$ cat src/rtl/hack_mem_pkg.sv
// Shared Hack data-memory definitions: bus widths, memory map and arbiter types.
// Imported by the RAM arbiter, its read-tag pipe and the bus interface.
package hack_mem_pkg;

  localparam int ADDR_W = 15;
  localparam int DATA_W = 16;

  // Hack data memory map: RAM below MEM_RAM, memory-mapped I/O above it
  localparam logic [ADDR_W-1:0] MEM_RAM  = 15'h4000;
  localparam logic [ADDR_W-1:0] MEM_SW   = 15'h6001;
  localparam logic [ADDR_W-1:0] MEM_KEYS = 15'h6002;
  localparam logic [ADDR_W-1:0] MEM_LEDG = 15'h6003;

  typedef enum logic [1:0] {
    OWN_NONE = 2'd0,
    OWN_CPU  = 2'd1,
    OWN_B    = 2'd2
  } owner_t;

  typedef enum logic [0:0] {
    ST_NORMAL = 1'b0,
    ST_FORCE  = 1'b1
  } arb_state_t;

  typedef struct packed {
    logic   valid;
    owner_t owner;
    logic   oob;
  } rd_tag_t;

endpackage

$ cat src/rtl/hack_ram_arbiter_if.sv
// Bus bundle between the CPU data port, secondary port B, HackRAM and the arbiter.
// The arbiter takes the slave view; the surrounding system drives the master view.
interface hack_ram_arbiter_if;
  import hack_mem_pkg::*;

  logic              cpu_valid;
  logic              cpu_we;
  logic [ADDR_W-1:0] cpu_addr;
  logic [DATA_W-1:0] cpu_wdata;
  logic              cpu_hold;
  logic [DATA_W-1:0] cpu_rdata;

  logic              b_req;
  logic              b_we;
  logic [ADDR_W-1:0] b_addr;
  logic [DATA_W-1:0] b_wdata;
  logic              b_gnt;
  logic              b_rvalid;
  logic [DATA_W-1:0] b_rdata;

  logic [ADDR_W-1:0] ram_addr;
  logic [DATA_W-1:0] ram_wdata;
  logic              ram_we;
  logic [DATA_W-1:0] ram_rdata;

  modport slave (
    input  cpu_valid, cpu_we, cpu_addr, cpu_wdata,
    input  b_req, b_we, b_addr, b_wdata,
    input  ram_rdata,
    output cpu_hold, cpu_rdata,
    output b_gnt, b_rvalid, b_rdata,
    output ram_addr, ram_wdata, ram_we
  );

  modport master (
    output cpu_valid, cpu_we, cpu_addr, cpu_wdata,
    output b_req, b_we, b_addr, b_wdata,
    output ram_rdata,
    input  cpu_hold, cpu_rdata,
    input  b_gnt, b_rvalid, b_rdata,
    input  ram_addr, ram_wdata, ram_we
  );

endinterface

$ cat src/rtl/hack_rd_tag_pipe.sv
// RD_LAT-deep shift register carrying {valid, owner, oob} alongside each RAM read,
// so the returning data can be steered to the requester that issued it.
module hack_rd_tag_pipe
  import hack_mem_pkg::*;
#(
  parameter int RD_LAT = 1
) (
  input  logic    clk,
  input  logic    rst_n,
  input  rd_tag_t push_tag,
  output rd_tag_t ret_tag
);

  rd_tag_t stage [RD_LAT];

  // Reset empties the pipe so reads in flight at reset never return
  always_ff @(posedge clk or negedge rst_n) begin
    if (!rst_n) begin
      for (int i = 0; i < RD_LAT; i++) begin
        stage[i] <= '0;
      end
    end else begin
      stage[0] <= push_tag;
      for (int i = 1; i < RD_LAT; i++) begin
        stage[i] <= stage[i-1];
      end
    end
  end

  assign ret_tag = stage[RD_LAT-1];

endmodule

$ cat src/rtl/hack_ram_arbiter.sv
// Shares the single-port HackRAM between the Hack CPU data port (fixed priority)
// and port B, with a starvation limit that forces one B grant over a held CPU.
//
// state     | meaning
// ST_NORMAL | CPU owns the RAM whenever it is valid; B gets idle cycles
// ST_FORCE  | B has waited MAX_WAIT cycles; B wins, a valid CPU is held once
module hack_ram_arbiter
  import hack_mem_pkg::*;
#(
  parameter logic [ADDR_W-1:0] RAM_TOP  = MEM_RAM,
  parameter int                MAX_WAIT = 8,
  parameter int                RD_LAT   = 1
) (
  input  logic               i_clk,
  input  logic               i_reset_n,
  hack_ram_arbiter_if.slave  bus
);

  // Force is entered on the cycle the count steps onto MAX_WAIT, so the
  // B grant lands on wait cycle MAX_WAIT+1.
  localparam logic [7:0] WAIT_LAST = 8'(MAX_WAIT - 1);

  arb_state_t state;
  arb_state_t state_nxt;
  logic [7:0] starve_cnt;
  owner_t     owner;
  logic       b_oob;
  logic       b_waiting;
  rd_tag_t    push_tag;
  rd_tag_t    ret_tag;

  assign b_oob = (bus.b_addr >= RAM_TOP);

  always_comb begin
    owner = OWN_NONE;
    if (i_reset_n) begin
      if (state == ST_FORCE) begin
        if (bus.b_req) begin
          owner = OWN_B;
        end
      end else if (bus.cpu_valid) begin
        owner = OWN_CPU;
      end else if (bus.b_req) begin
        owner = OWN_B;
      end
    end
  end

  assign bus.b_gnt    = (owner == OWN_B);
  assign bus.cpu_hold = i_reset_n && (state == ST_FORCE) && bus.cpu_valid;
  assign b_waiting    = bus.b_req && !bus.b_gnt;

  // Out-of-range B accesses are acknowledged but never write the RAM
  always_comb begin
    bus.ram_addr  = '0;
    bus.ram_wdata = '0;
    bus.ram_we    = 1'b0;
    case (owner)
      OWN_CPU: begin
        bus.ram_addr  = bus.cpu_addr;
        bus.ram_wdata = bus.cpu_wdata;
        bus.ram_we    = bus.cpu_we;
      end
      OWN_B: begin
        bus.ram_addr  = bus.b_addr;
        bus.ram_wdata = bus.b_wdata;
        bus.ram_we    = bus.b_we && !b_oob;
      end
      default: ;
    endcase
  end

  always_comb begin
    state_nxt = state;
    case (state)
      ST_NORMAL: begin
        if (b_waiting && (starve_cnt == WAIT_LAST)) begin
          state_nxt = ST_FORCE;
        end
      end
      ST_FORCE:  state_nxt = ST_NORMAL;
      default:   state_nxt = ST_NORMAL;
    endcase
  end

  always_ff @(posedge i_clk or negedge i_reset_n) begin
    if (!i_reset_n) begin
      state      <= ST_NORMAL;
      starve_cnt <= '0;
    end else begin
      state <= state_nxt;
      if (b_waiting) begin
        starve_cnt <= starve_cnt + 8'd1;
      end else begin
        starve_cnt <= '0;
      end
    end
  end

  assign push_tag = '{
    valid: ((owner == OWN_CPU) && !bus.cpu_we) || ((owner == OWN_B) && !bus.b_we),
    owner: owner,
    oob:   (owner == OWN_B) && b_oob
  };

  hack_rd_tag_pipe #(
    .RD_LAT (RD_LAT)
  ) u_tag_pipe (
    .clk      (i_clk),
    .rst_n    (i_reset_n),
    .push_tag (push_tag),
    .ret_tag  (ret_tag)
  );

  always_ff @(posedge i_clk or negedge i_reset_n) begin
    if (!i_reset_n) begin
      bus.cpu_rdata <= '0;
      bus.b_rdata   <= '0;
      bus.b_rvalid  <= 1'b0;
    end else begin
      bus.b_rvalid <= 1'b0;
      if (ret_tag.valid) begin
        if (ret_tag.owner == OWN_CPU) begin
          bus.cpu_rdata <= bus.ram_rdata;
        end else if (ret_tag.owner == OWN_B) begin
          bus.b_rdata  <= ret_tag.oob ? '0 : bus.ram_rdata;
          bus.b_rvalid <= 1'b1;
        end
      end
    end
  end

endmodule

$ cat src/flat_wrapper.sv
// flat-port wrapper written by rule: the top's interface ports become plain ports
module hack_ram_arbiter_flat import hack_mem_pkg::*;
#(
  parameter logic [ADDR_W-1:0] RAM_TOP  = MEM_RAM,
  parameter int                MAX_WAIT = 8,
  parameter int                RD_LAT   = 1
)
  (i_clk, i_reset_n, bus_cpu_valid, bus_cpu_we, bus_cpu_addr, bus_cpu_wdata, bus_b_req, bus_b_we, bus_b_addr, bus_b_wdata, bus_ram_rdata, bus_cpu_hold, bus_cpu_rdata, bus_b_gnt, bus_b_rvalid, bus_b_rdata, bus_ram_addr, bus_ram_wdata, bus_ram_we);
  hack_ram_arbiter_if bus_i ();
  input  logic i_clk;
  input  logic i_reset_n;
  input wire logic [$bits(bus_i.cpu_valid)-1:0] bus_cpu_valid;
  input wire logic [$bits(bus_i.cpu_we)-1:0] bus_cpu_we;
  input wire logic [$bits(bus_i.cpu_addr)-1:0] bus_cpu_addr;
  input wire logic [$bits(bus_i.cpu_wdata)-1:0] bus_cpu_wdata;
  input wire logic [$bits(bus_i.b_req)-1:0] bus_b_req;
  input wire logic [$bits(bus_i.b_we)-1:0] bus_b_we;
  input wire logic [$bits(bus_i.b_addr)-1:0] bus_b_addr;
  input wire logic [$bits(bus_i.b_wdata)-1:0] bus_b_wdata;
  input wire logic [$bits(bus_i.ram_rdata)-1:0] bus_ram_rdata;
  output wire logic [$bits(bus_i.cpu_hold)-1:0] bus_cpu_hold;
  output wire logic [$bits(bus_i.cpu_rdata)-1:0] bus_cpu_rdata;
  output wire logic [$bits(bus_i.b_gnt)-1:0] bus_b_gnt;
  output wire logic [$bits(bus_i.b_rvalid)-1:0] bus_b_rvalid;
  output wire logic [$bits(bus_i.b_rdata)-1:0] bus_b_rdata;
  output wire logic [$bits(bus_i.ram_addr)-1:0] bus_ram_addr;
  output wire logic [$bits(bus_i.ram_wdata)-1:0] bus_ram_wdata;
  output wire logic [$bits(bus_i.ram_we)-1:0] bus_ram_we;
  assign bus_i.cpu_valid = bus_cpu_valid;
  assign bus_i.cpu_we = bus_cpu_we;
  assign bus_i.cpu_addr = bus_cpu_addr;
  assign bus_i.cpu_wdata = bus_cpu_wdata;
  assign bus_i.b_req = bus_b_req;
  assign bus_i.b_we = bus_b_we;
  assign bus_i.b_addr = bus_b_addr;
  assign bus_i.b_wdata = bus_b_wdata;
  assign bus_i.ram_rdata = bus_ram_rdata;
  assign bus_cpu_hold = bus_i.cpu_hold;
  assign bus_cpu_rdata = bus_i.cpu_rdata;
  assign bus_b_gnt = bus_i.b_gnt;
  assign bus_b_rvalid = bus_i.b_rvalid;
  assign bus_b_rdata = bus_i.b_rdata;
  assign bus_ram_addr = bus_i.ram_addr;
  assign bus_ram_wdata = bus_i.ram_wdata;
  assign bus_ram_we = bus_i.ram_we;
  hack_ram_arbiter #(.RAM_TOP(RAM_TOP), .MAX_WAIT(MAX_WAIT), .RD_LAT(RD_LAT)) u_core (.i_clk(i_clk), .i_reset_n(i_reset_n), .bus(bus_i));
endmodule
$ cat config.mk
export PLATFORM = sky130hd
export DESIGN_NAME = hack_ram_arbiter_flat
export DESIGN_NICKNAME = d
export VERILOG_FILES = /design/src/rtl/hack_mem_pkg.sv /design/src/rtl/hack_ram_arbiter_if.sv /design/src/rtl/hack_rd_tag_pipe.sv /design/src/rtl/hack_ram_arbiter.sv /design/src/flat_wrapper.sv
export SDC_FILE = /design/constraint.sdc
export NUM_CORES = 1
export LEC_CHECK = 0
export CORE_MARGIN = 3
export CORE_UTILIZATION = 40
export CTS_CLUSTER_SIZE = 30
export DETAILED_ROUTE_END_ITERATION = 16
export GPL_TIMING_DRIVEN = 0
export HOLD_SLACK_MARGIN = 0.15
export PLACE_DENSITY_LB_ADDON = 0.12
export REMOVE_ABC_BUFFERS = 1
export SLEW_MARGIN = 20
export SYNTH_ARGS = -nofsm -noshare
export SYNTH_HDL_FRONTEND = slang
export SYNTH_HIERARCHICAL = 1
export SYNTH_SLANG_ARGS = --single-unit
$ cat constraint.sdc
create_clock -name i_clk -period 5.5 [get_ports i_clk]
set_clock_uncertainty 0.2 [all_clocks]
set_input_delay 0.55 -clock i_clk [delete_from_list [all_inputs] [get_ports i_clk]]
set_output_delay 0.55 -clock i_clk [all_outputs]
set_load 0.1 [all_outputs]
* Word-level counts from Yosys, hierarchy flattened *
Index checks and enable logic that the tools add are counted.

word-level totals
  flip-flop bits (word level) = 46
  latch bits = 0
  memory bits (writable) = 0
  memory bits (read-only) = 0
  bits of input ports = 84
  output and inout bits = 67
  memories kept = 0

cells by class
  $add $sub $neg = 1
  $mul = 0
  divide/modulo/power cells = 0
  order comparisons = 1
  eq/ne operators = 5
  shifts and indexed selects = 0
  muxes and demuxes = 14
  bitwise logic cells = 2
  reduce and logical (&&, ||, !) cells = 15

operators by type and width
  operator              number
  $pmux 16 s2           1
  $pmux 15 s2           1
  $mux 16               1
  $ge 15x15->1 const B  1
  $add 8x1->8 const B   1
  $eq 8x3->1 const B    1
  $logic_and 1x1->1     8
  $mux 2                4
  $mux 8                1
  $eq 2x1->1 const B    2
  $eq 2x2->1 const B    2
  $logic_not 1->1       4
  $mux 1                4
  $pmux 1 s2            2
  $reduce_and 3->1      1
  $not 1->1             2
  $reduce_and 2->1      1
  $logic_or 1x1->1      1

* Longest topological paths before layout *
Gate-level depths: netlist of run 1.

  word-level depth = 10
  mapped depth = 8
  gate-level depth less buffers = 7

* Cells and area by module *
The synthesis of run 1 kept the hierarchy.

modules (own cells, without submodules)
  module            times used  cells each  area an instance (um^2)
  hack_ram_arbiter  1           273         2396.0
  hack_rd_tag_pipe  1           4           100.1

* Least setup slack after synthesis of run 1 *
Ideal clock, no wire load.

  path kind = input port to output port
  start point = in bus_cpu_valid
  end point = out bus_ram_addr[12]
  arrival = 3088 ps
  required time = 4750 ps
  setup slack = 1662 ps
  cell stages on the path = 7
  path through = inv_1 o211ai_1 ha_1 clkbuf_1 clkbuf_1 nand2_1 a21oi_1

between the ends
  cells in the longest elaborated chain, start to end = 5

RTL lines
  item                                             line                    text
  start, declared                                  flat_wrapper.sv:12      input wire logic [$bits(bus_i.cpu_valid)-1:0] bus_cpu_valid;
  $mux 2 (*)                                       hack_ram_arbiter.sv:41  end else if (bus.cpu_valid) begin
  $mux 2 (*)                                       hack_ram_arbiter.sv:37  if (state == ST_FORCE) begin
  $mux 2 (*)                                       hack_ram_arbiter.sv:36  if (i_reset_n) begin
  $eq 2x2->1 / $eq 2x1->1 (equally long branches)  hack_ram_arbiter.sv:58  case (owner)
  $pmux 15 s2 (*)                                  hack_ram_arbiter.sv:58
  end, declared                                    flat_wrapper.sv:26      output wire logic [$bits(bus_i.ram_addr)-1:0] bus_ram_addr;

Mark *: on every way between the ends. The rest lies on a longest branch, timed or not.

* Worst setup path in the final report of run 1 *
  start point = in i_reset_n
  end point = out bus_ram_wdata[5]

between the ends
  cells in the longest elaborated chain, start to end = 3

RTL lines
  item                                             line                    text
  start, declared                                  flat_wrapper.sv:11      input logic i_reset_n;
  $mux 2 (*)                                       hack_ram_arbiter.sv:36
  $eq 2x2->1 / $eq 2x1->1 (equally long branches)  hack_ram_arbiter.sv:58
  $pmux 16 s2 (*)                                  hack_ram_arbiter.sv:58
  end, declared                                    flat_wrapper.sv:27      output wire logic [$bits(bus_i.ram_wdata)-1:0] bus_ram_wdata;

Marked as above.

==> impl_metrics.ini, run 1 <==
[run_status]
outcome = complete, no violations

[worst_setup_path]
path_class = input port to output pin
end_kind = output pin
path_max_fanout = 60
worstPathArrival_ps = 4140
worstReg2RegStart = u_core/state
r2r_cells = 6
reg2reg_to = u_core/starve_cnt[7]
start_kind = input port
cp_data_required_time_ps = 4750
regToRegSetupSlack_ps = 2860

[clock_network]
cts.path.max_buffers = 2
cts_inserted_buffers = 5
post_cts_buffers = 0
clk_latency_ps = 300
clk_pin_slew_ps = 90
clk_root_buffer_cell = clkbuf_8
htreeDepth = 2
clock-sinks = 46
tritoncts = yes

[yosys]
yosys.area_share.adder = 0.0150
syn_area_mm2 = 0.00250
syn_avg_cell_area_um2 = 9.01
synth_xor_area_frac = 0.0105
synth-simple-area-share = 0.173
ys_seq_area_frac = 0.461
synthArstFlopShare = 1.00
ys_dominant_reg_cell = dfrtp_1
synth_top_family_by_area = compound AO/OA/AOI/OAI gates
ys_seq_elements = 46
synthCells = 277
synth_cell_types = 28
synth-compound-area-share = 0.219
synth.area.mux_share = 0.0722
yosys_warnings = 6
synth_edf_count = 0

[power_and_ir_drop]
total_power_w = 0.00157
p_leak_nw = 1.64
vdd_ir_drop_max_mv = 0.334
pwr_density_cell_mw_per_mm2 = 379

[min_path]
min-delay-start = u_core/bus.b_rdata[11]
hold_path_end = u_core/bus.b_rdata[11]
hold_path.class = register to register
min_path_cells = 2

[final_layout]
area_growth_pct = 66.4
fin_area_mm2 = 0.00415
drive_above_1_share = 0.0751
final_cell_mix = clkdlybuf4s50_1, nand2_1, dfrtp_1, a21oi_1, o2111ai_1
layout.nets = 499
diodes = 0
final_common_cell = clkdlybuf4s50_1

[floorplan]
die_w_um = 85.0
fp.dieH_um = 85.0
die_area_mm2 = 0.00722
core_mm2 = 0.00599
rows = 28
initial_core_util = 0.417
ios = 151

[global_routing]
grt_usage = 0.212
grt_pass1_vias = 2587
grt_max_degree = 61
antenna_found_initial = 0
grt_overflow = 0
grt_pass1_wl_um = 12500

[timing]
tightest_slew_ps = 1030
timing.final.crit_share = 0.889
min_period_ps = 4890
drv_slew = 0
rsz0062_at_grt = false
max_freq_ghz = 0.205
hold-worst-slack_ps = 284
setup_viol = 0
hold_viol_final = 0
slew_headroom = 0.311

[placed_design]
place.gp.congestion = 0.743
dpl_cell_area_mm2 = 0.00402
port_buffers = 150
dp_hpwl_um = 5610

[run]
cap_viol_max_count = 0

[drt]
antenna_left = 0
firstDrtPassIters = 4
viasPerCell = 5.36
drc = 0
vias = 2615
wl_um = 7700
drt-initial-drc-count = 87
wl_per_cell_um = 15.8
[per-layer routing]
layer	part of all wire	track usage	wire, um
met2	0.49	0.362	3800
met4	0.019	0.0647	145
met1	0.39	0.257	3040
met3	0.093	0.0641	713
met5	0	0	0
[flip-flops by register name (all words and copies together) (netlist names)]
register	flops
u_core/bus.b_rdata	16
u_core/bus.cpu_rdata	16
u_core/starve_cnt	8
u_core/u_tag_pipe/ret_tag	4
u_core/bus.b_rvalid	1
u_core/state	1
[per-stage QoR]
step	setup TNS (ps)	instances	utilization	setup WS (ps)
after detailed placement	0	478	0.671	14.3
after global placement	-54290	477	0.667	-1800
after floorplan	0	252	-	1250
final	0	488	0.693	613
after global routing	0	488	0.693	392
after CTS	0	487	0.692	375
[worst max-delay path by stage]
| stage | from | endpoint | slack [ps] |
|---|---|---|---|
| floorplan | bus_cpu_valid | bus_ram_addr[10] | 1250 |
| global placement | i_reset_n | bus_ram_wdata[2] | -1800 |
| detailed placement | bus_b_req | bus_ram_wdata[2] | 10 |
| CTS | bus_b_req | bus_ram_wdata[2] | 380 |
| global route | i_reset_n | bus_ram_wdata[5] | 390 |
| finish | i_reset_n | bus_ram_wdata[5] | 610 |
[cell type report]
class                      count  area, um2
tap                           75       93.8
multi-input combinational    199       1220
fill                         492       1840
clock inverter                 3       43.8
clock buffer                   5       68.8
sequential                    46       1150
inverter                       7       26.3
timing repair buffer         153       1540
[logic make-up after synthesis]
group,after synthesis
simple gates,92
buf+inv,32
fa+ha+maj,3
flops,46
xor+xnor,3
compound gates,85
mux,16
[Yosys cell counts, types with 3 or more instances]
| library cell | count | share of area |
|---|---|---|
| o21ai_0 | 18 | 0.036 |
| mux2_2 | 16 | 0.072 |
| nor2_1 | 8 | 0.012 |
| a21oi_1 | 33 | 0.066 |
| nand3_1 | 3 | 0.0060 |
| ha_1 | 3 | 0.015 |
| clkbuf_1 | 23 | 0.035 |
| nand2_1 | 51 | 0.077 |
| inv_1 | 7 | 0.011 |
| nand2b_1 | 17 | 0.043 |
| o2111ai_1 | 30 | 0.11 |
| dfrtp_1 | 46 | 0.46 |
[what timing repair did]
action,in CTS,in global routing
hold endpoints to repair,3,0
setup endpoints to repair,1,0
gates resized for setup,1,0
hold buffers,1,0
[power by group]
| part | total (W) | internal [W] | switching [W] | leakage, nW |
|---|---|---|---|---|
| clock network | 0.000250 | 0.000136 | 0.000114 | 0.0585 |
| registers | 0.000443 | 0.000406 | 0.0000363 | 0.557 |
| logic | 0.000882 | 0.000222 | 0.000660 | 1.02 |
[critical path: stages]
cell	delay [ps]
dlygate4sd3_1	520
buf_4	260
buf_16	290
nand2_1	170
nor2_1	170
ha_2	610
nand2_1	140
a21oi_1	210
clkdlybuf4s50_1	1170
No activity file was read; power rests on OpenSTA's default activity.
==> run 2, diff against run 1 <==
Settings changed: SLEW_MARGIN 20 to unset.
==> run 2 against run 1 <==
Against the previous run: sequential share of layout area increased by 0.27 points; largest power group unchanged; clock-buffer cell count unchanged; sequential power about the same; cell area decreased by 1.1%; maximum frequency decreased by 4.8%; routed wire length increased by 0.31%; hold slack got worse by 120 ps; sequential cell count unchanged; first-iteration DRC count increased by 25%; power about the same; utilization decreased by 0.75 points; clock power about the same.
==> impl_metrics.ini, run 2 (synthesis results as in run 1) <==
[run_status]
outcome = complete, no violations

[worst_setup_path]
critical_path.slowest_cell = clkdlybuf4s50_1
path_max_fanout = 33
worstSetupStartpoint = bus_b_req
start_kind = input port
cp_data_required_time_ps = 4750
reg2reg_to = u_core/starve_cnt[7]
path_class = input port to output pin
worstReg2RegStart = u_core/state
critical_path.max_stage_delay_ps = 1170
crit_top_cell = clkdlybuf4s50_1
worstPathArrival_ps = 4380
regToRegSetupSlack_ps = 2530
r2r_cells = 6
path_delay_family = buffers and inverters
end_kind = output pin
crit_buf_inv = 2
crit_chain = clkdlybuf4s50_1 > o211ai_1 > ha_2 > nand2_1 > a21oi_1 > clkdlybuf4s50_1

[clock_network]
clk_latency_ps = 300
htreeDepth = 2
cts_inserted_buffers = 5
clk_pin_slew_ps = 90
cts.path.max_buffers = 2
clk_root_buffer_cell = clkbuf_8
post_cts_buffers = 0
clock-sinks = 46
tritoncts = yes
cts_hold_buf = 0
cts_resized = 0

[final_layout]
drive_above_1_share = 0.0659
area_growth_pct = 64.6
final_cell_mix = clkdlybuf4s50_1, nand2_1, dfrtp_1, a21oi_1, o2111ai_1
largest_registers = u_core/bus.b_rdata (16), u_core/bus.cpu_rdata (16), u_core/starve_cnt (8)
final_common_cell = clkdlybuf4s50_1
layout.nets = 496
diodes = 0
post-route-util = 0.686
fin_area_mm2 = 0.00411

[timing]
timing.final.crit_share = 0.933
tightest_slew_ps = 1300
slew_headroom = 0.130
hold_viol_final = 0
min_period_ps = 5130
drv_slew = 0
finalWorstSetupSlack_ps = 367
setup_viol = 0
rsz0062_at_grt = false
max_freq_ghz = 0.195

[floorplan]
die_w_um = 85.0
ios = 151
die_area_mm2 = 0.00722
core_mm2 = 0.00599
rows = 28
initial_core_util = 0.417
fp.dieH_um = 85.0

[drt]
wl_per_cell_um = 15.9
drt-initial-drc-count = 109
wl_um = 7730
antenna_left = 0
viasPerCell = 5.33
firstDrtPassIters = 4
vias = 2587
drc = 0

[global_routing]
grt_pass1_wl_um = 12100
grt_max_degree = 79
grt_usage = 0.205
antenna_found_initial = 0
grt_overflow = 0
grt_pass1_vias = 2539

[placed_design]
dp_hpwl_um = 5500
port_buffers = 150
pre_cts_slack_ps = 10.8
place.gp.congestion = 0.743
dpl_cell_area_mm2 = 0.00399

[run]
cap_viol_max_count = 0

[power_and_ir_drop]
p_leak_nw = 1.62
vdd_ir_drop_max_mv = 0.348
total_power_w = 0.00157
pwr_density_cell_mw_per_mm2 = 383

[min_path]
hold_path.class = input port to async pin
-- run 2: changes by cell type in the layout (fill, tap and decap cells not counted) --
cell,previous run,this run
clkdlybuf4s50_1,148,149
buf_6,1,0
buf_16,1,0
dfrtp_1,45,46
buf_2,1,0
dfrtp_2,1,0
dlygate4sd3_1,1,0
-- run 2: report_power, final --
| part | switching, W | internal (W) |
|---|---|---|
| combinational | 0.000659 | 0.000220 |
| clock | 0.000115 | 0.000136 |
| sequential | 0.0000363 | 0.000406 |
| total | 0.000811 | 0.000762 |
-- run 2: how the worst max path moves through the flow --
| stage | endpoint | slack [ps] | depth (start not counted) |
|---|---|---|---|
| 2_1_floorplan | bus_ram_addr[10] | 1250 | 5 |
| 3_3_place_gp | bus_ram_wdata[2] | -1800 | 7 |
| 3_5_place_dp | bus_ram_wdata[2] | 10 | 6 |
| 4_1_cts | bus_ram_wdata[2] | 20 | 6 |
| 5_1_grt | bus_ram_wdata[2] | 210 | 6 |
| 6_report | bus_ram_wdata[5] | 370 | 6 |
-- run 2: cell type report --
| type | count | area, um2 |
|---|---|---|
| Fill cell | 478 | 1880 |
| Timing Repair Buffer | 150 | 1500 |
| Multi-Input combinational cell | 199 | 1220 |
| Sequential cell | 46 | 1150 |
| Tap cell | 75 | 93.8 |
| Clock buffer | 5 | 68.8 |
| Clock inverter | 3 | 43.8 |
| Inverter | 7 | 26.3 |
-- run 2: per-stage QoR --
step                cells  TNS (ps)  hold slack, ps
finish                485         0             167
global route          485         0             215
CTS                   485         0             183
detailed placement    477         0             273
global placement      477    -54290             260
floorplan             252         0            54.4
-- run 2: layer usage --
layer	vias to the layer above	GRT usage	routed length [um]
met5	-	0	0
met3	9	0.0641	733
met1	1191	0.239	3100
met4	0	0.0547	106
li1	1257	-	-
met2	130	0.363	3780
==> run 3, diff against run 2 <==
Settings changed: CORE_UTILIZATION 40 to 35.
==> run 3 against run 2 <==
Against the previous run: final cell count increased by 4.3%; setup slack got worse by 14 ps; first-iteration DRC count decreased by 22%; sequential cell count unchanged; critical path depth unchanged; cell area increased by 0.49%; critical endpoint is now bus_ram_wdata[3]; highest routed layer unchanged.
==> impl_metrics.ini, run 3 (synthesis results as in run 1) <==
[run_status]
outcome = complete, no violations

[clock_network]
htreeDepth = 2
cts_inserted_buffers = 5
post_cts_buffers = 0
cts_resized = 1
clk_pin_slew_ps = 80
cts.path.max_buffers = 2
clock-sinks = 46
clk_latency_ps = 290
cts_hold_buf = 0
clk_root_buffer_cell = clkbuf_8
tritoncts = yes

[placed_design]
dp_hpwl_um = 5270
port_buffers = 150
dpl_cell_area_mm2 = 0.00402
pre_cts_slack_ps = -45.6
place.gp.congestion = 0.784

[worst_setup_path]
crit_chain = clkdlybuf4s50_1 > o211ai_1 > ha_2 > nand2_1 > a21oi_1 > clkdlybuf4s50_1
end_kind = output pin
worstPathArrival_ps = 4400
path_class = input port to output pin
start_kind = input port
path_max_fanout = 33
crit_buf_inv = 2
cp_data_required_time_ps = 4750
critical_path.slowest_cell = clkdlybuf4s50_1
path_delay_family = buffers and inverters
regToRegSetupSlack_ps = 2510
critical_path.max_stage_delay_ps = 1170
crit_top_cell = clkdlybuf4s50_1

[run]
cap_viol_max_count = 0

[drt]
drc = 0
wl_um = 7600
routed.top_layer = met4
viasPerCell = 5.09
wl_per_cell_um = 15.0
vias = 2576
antenna_left = 0
wl_met3_um = 733
drt-initial-drc-count = 85
drt-met1-wl_um = 3200
firstDrtPassIters = 4
wl_met2_um = 3540

[floorplan]
die_w_um = 90.5
rows = 30
ios = 151
die_area_mm2 = 0.00818
fp.dieH_um = 90.5
initial_core_util = 0.363
core_mm2 = 0.00687

[timing]
slew_headroom = 0.184
hold_viol_final = 0
max_freq_ghz = 0.194
setup_tns_ps = 0
tightest_slew_ps = 1220
setup_viol = 0
rsz0062_at_grt = false
drv_slew = 0
min_period_ps = 5150
timing.final.crit_share = 0.936
finalWorstSetupSlack_ps = 353

[min_path]
hold_path.class = input port to async pin

[global_routing]
grt_pass1_wl_um = 12300
antenna_found_initial = 0
grt_overflow = 0
grt_max_degree = 79
grt_usage = 0.179
grt_pass1_vias = 2530

[final_layout]
post-route-util = 0.601
largest_registers = u_core/bus.b_rdata (16), u_core/bus.cpu_rdata (16), u_core/starve_cnt (8)
fin_area_mm2 = 0.00413
drive_above_1_share = 0.0610
layout.nets = 496
final_common_cell = clkdlybuf4s50_1
diodes = 0
regArea_mm2 = 0.00115
nFillCells = 604
area_growth_pct = 65.4
final_cell_mix = clkdlybuf4s50_1, nand2_1, dfrtp_1, a21oi_1, o2111ai_1
multi_input_area_mm2 = 0.00122

[power_and_ir_drop]
total_power_w = 0.00156
vdd_ir_drop_max_mv = 0.128
p_leak_nw = 1.61
pwr_density_cell_mw_per_mm2 = 378
[run 3: cell count changes in the layout (fill, tap and decap cells not counted), sizes merged]
cell / before / now
inv: 8 / 7
clkinv: 1 / 0
clkbuf: 5 / 7
[run 3: power breakdown]
part | internal [W] | switching, W | leakage [nW]
clock | 0.000136 | 0.000105 | 0.0524
sequential | 0.000407 | 0.0000343 | 0.558
combinational | 0.000220 | 0.000657 | 1.00
total | 0.000762 | 0.000797 | 1.61
[run 3: routing by layer]
metal,up-vias,track usage
li1,1260,-
met1,1185,0.219
met2,121,0.292
met3,10,0.0708
met4,0,0.0536
met5,-,0
[run 3: final timing paths]
| kind | from | to | depth (start not counted) |
|---|---|---|---|
| worst max-delay path | bus_b_req | bus_ram_wdata[3] | 6 |
| worst min-delay path | i_reset_n | u_core/bus.b_rvalid | 1 |
| worst max register to register | u_core/state | u_core/starve_cnt[7] | 6 |
| worst min register to register | u_core/bus.b_rdata[14] | u_core/bus.b_rdata[14] | 2 |
| max in group asynchronous | i_reset_n | u_core/starve_cnt[4] | 1 |
| min in group i_clk | u_core/bus.b_rdata[14] | u_core/bus.b_rdata[14] | 2 |
[run 3: metrics by stage]
| stage | hold WS (ps) | std cells |
|---|---|---|
| after floorplan | 54.4 | 252 |
| after detailed placement | 270 | 498 |
| after global routing | 228 | 506 |
| after CTS | 193 | 506 |
| final | 178 | 506 |
| after global placement | 261 | 498 |
[run 3: cell type report]
type,instances,area share
inverter,7,0.00637
clock inverter,1,0.00727
timing repair buffer,150,0.363
sequential,46,0.279
multi-input combinational,199,0.297
tap,96,0.0291
clock buffer,7,0.0185
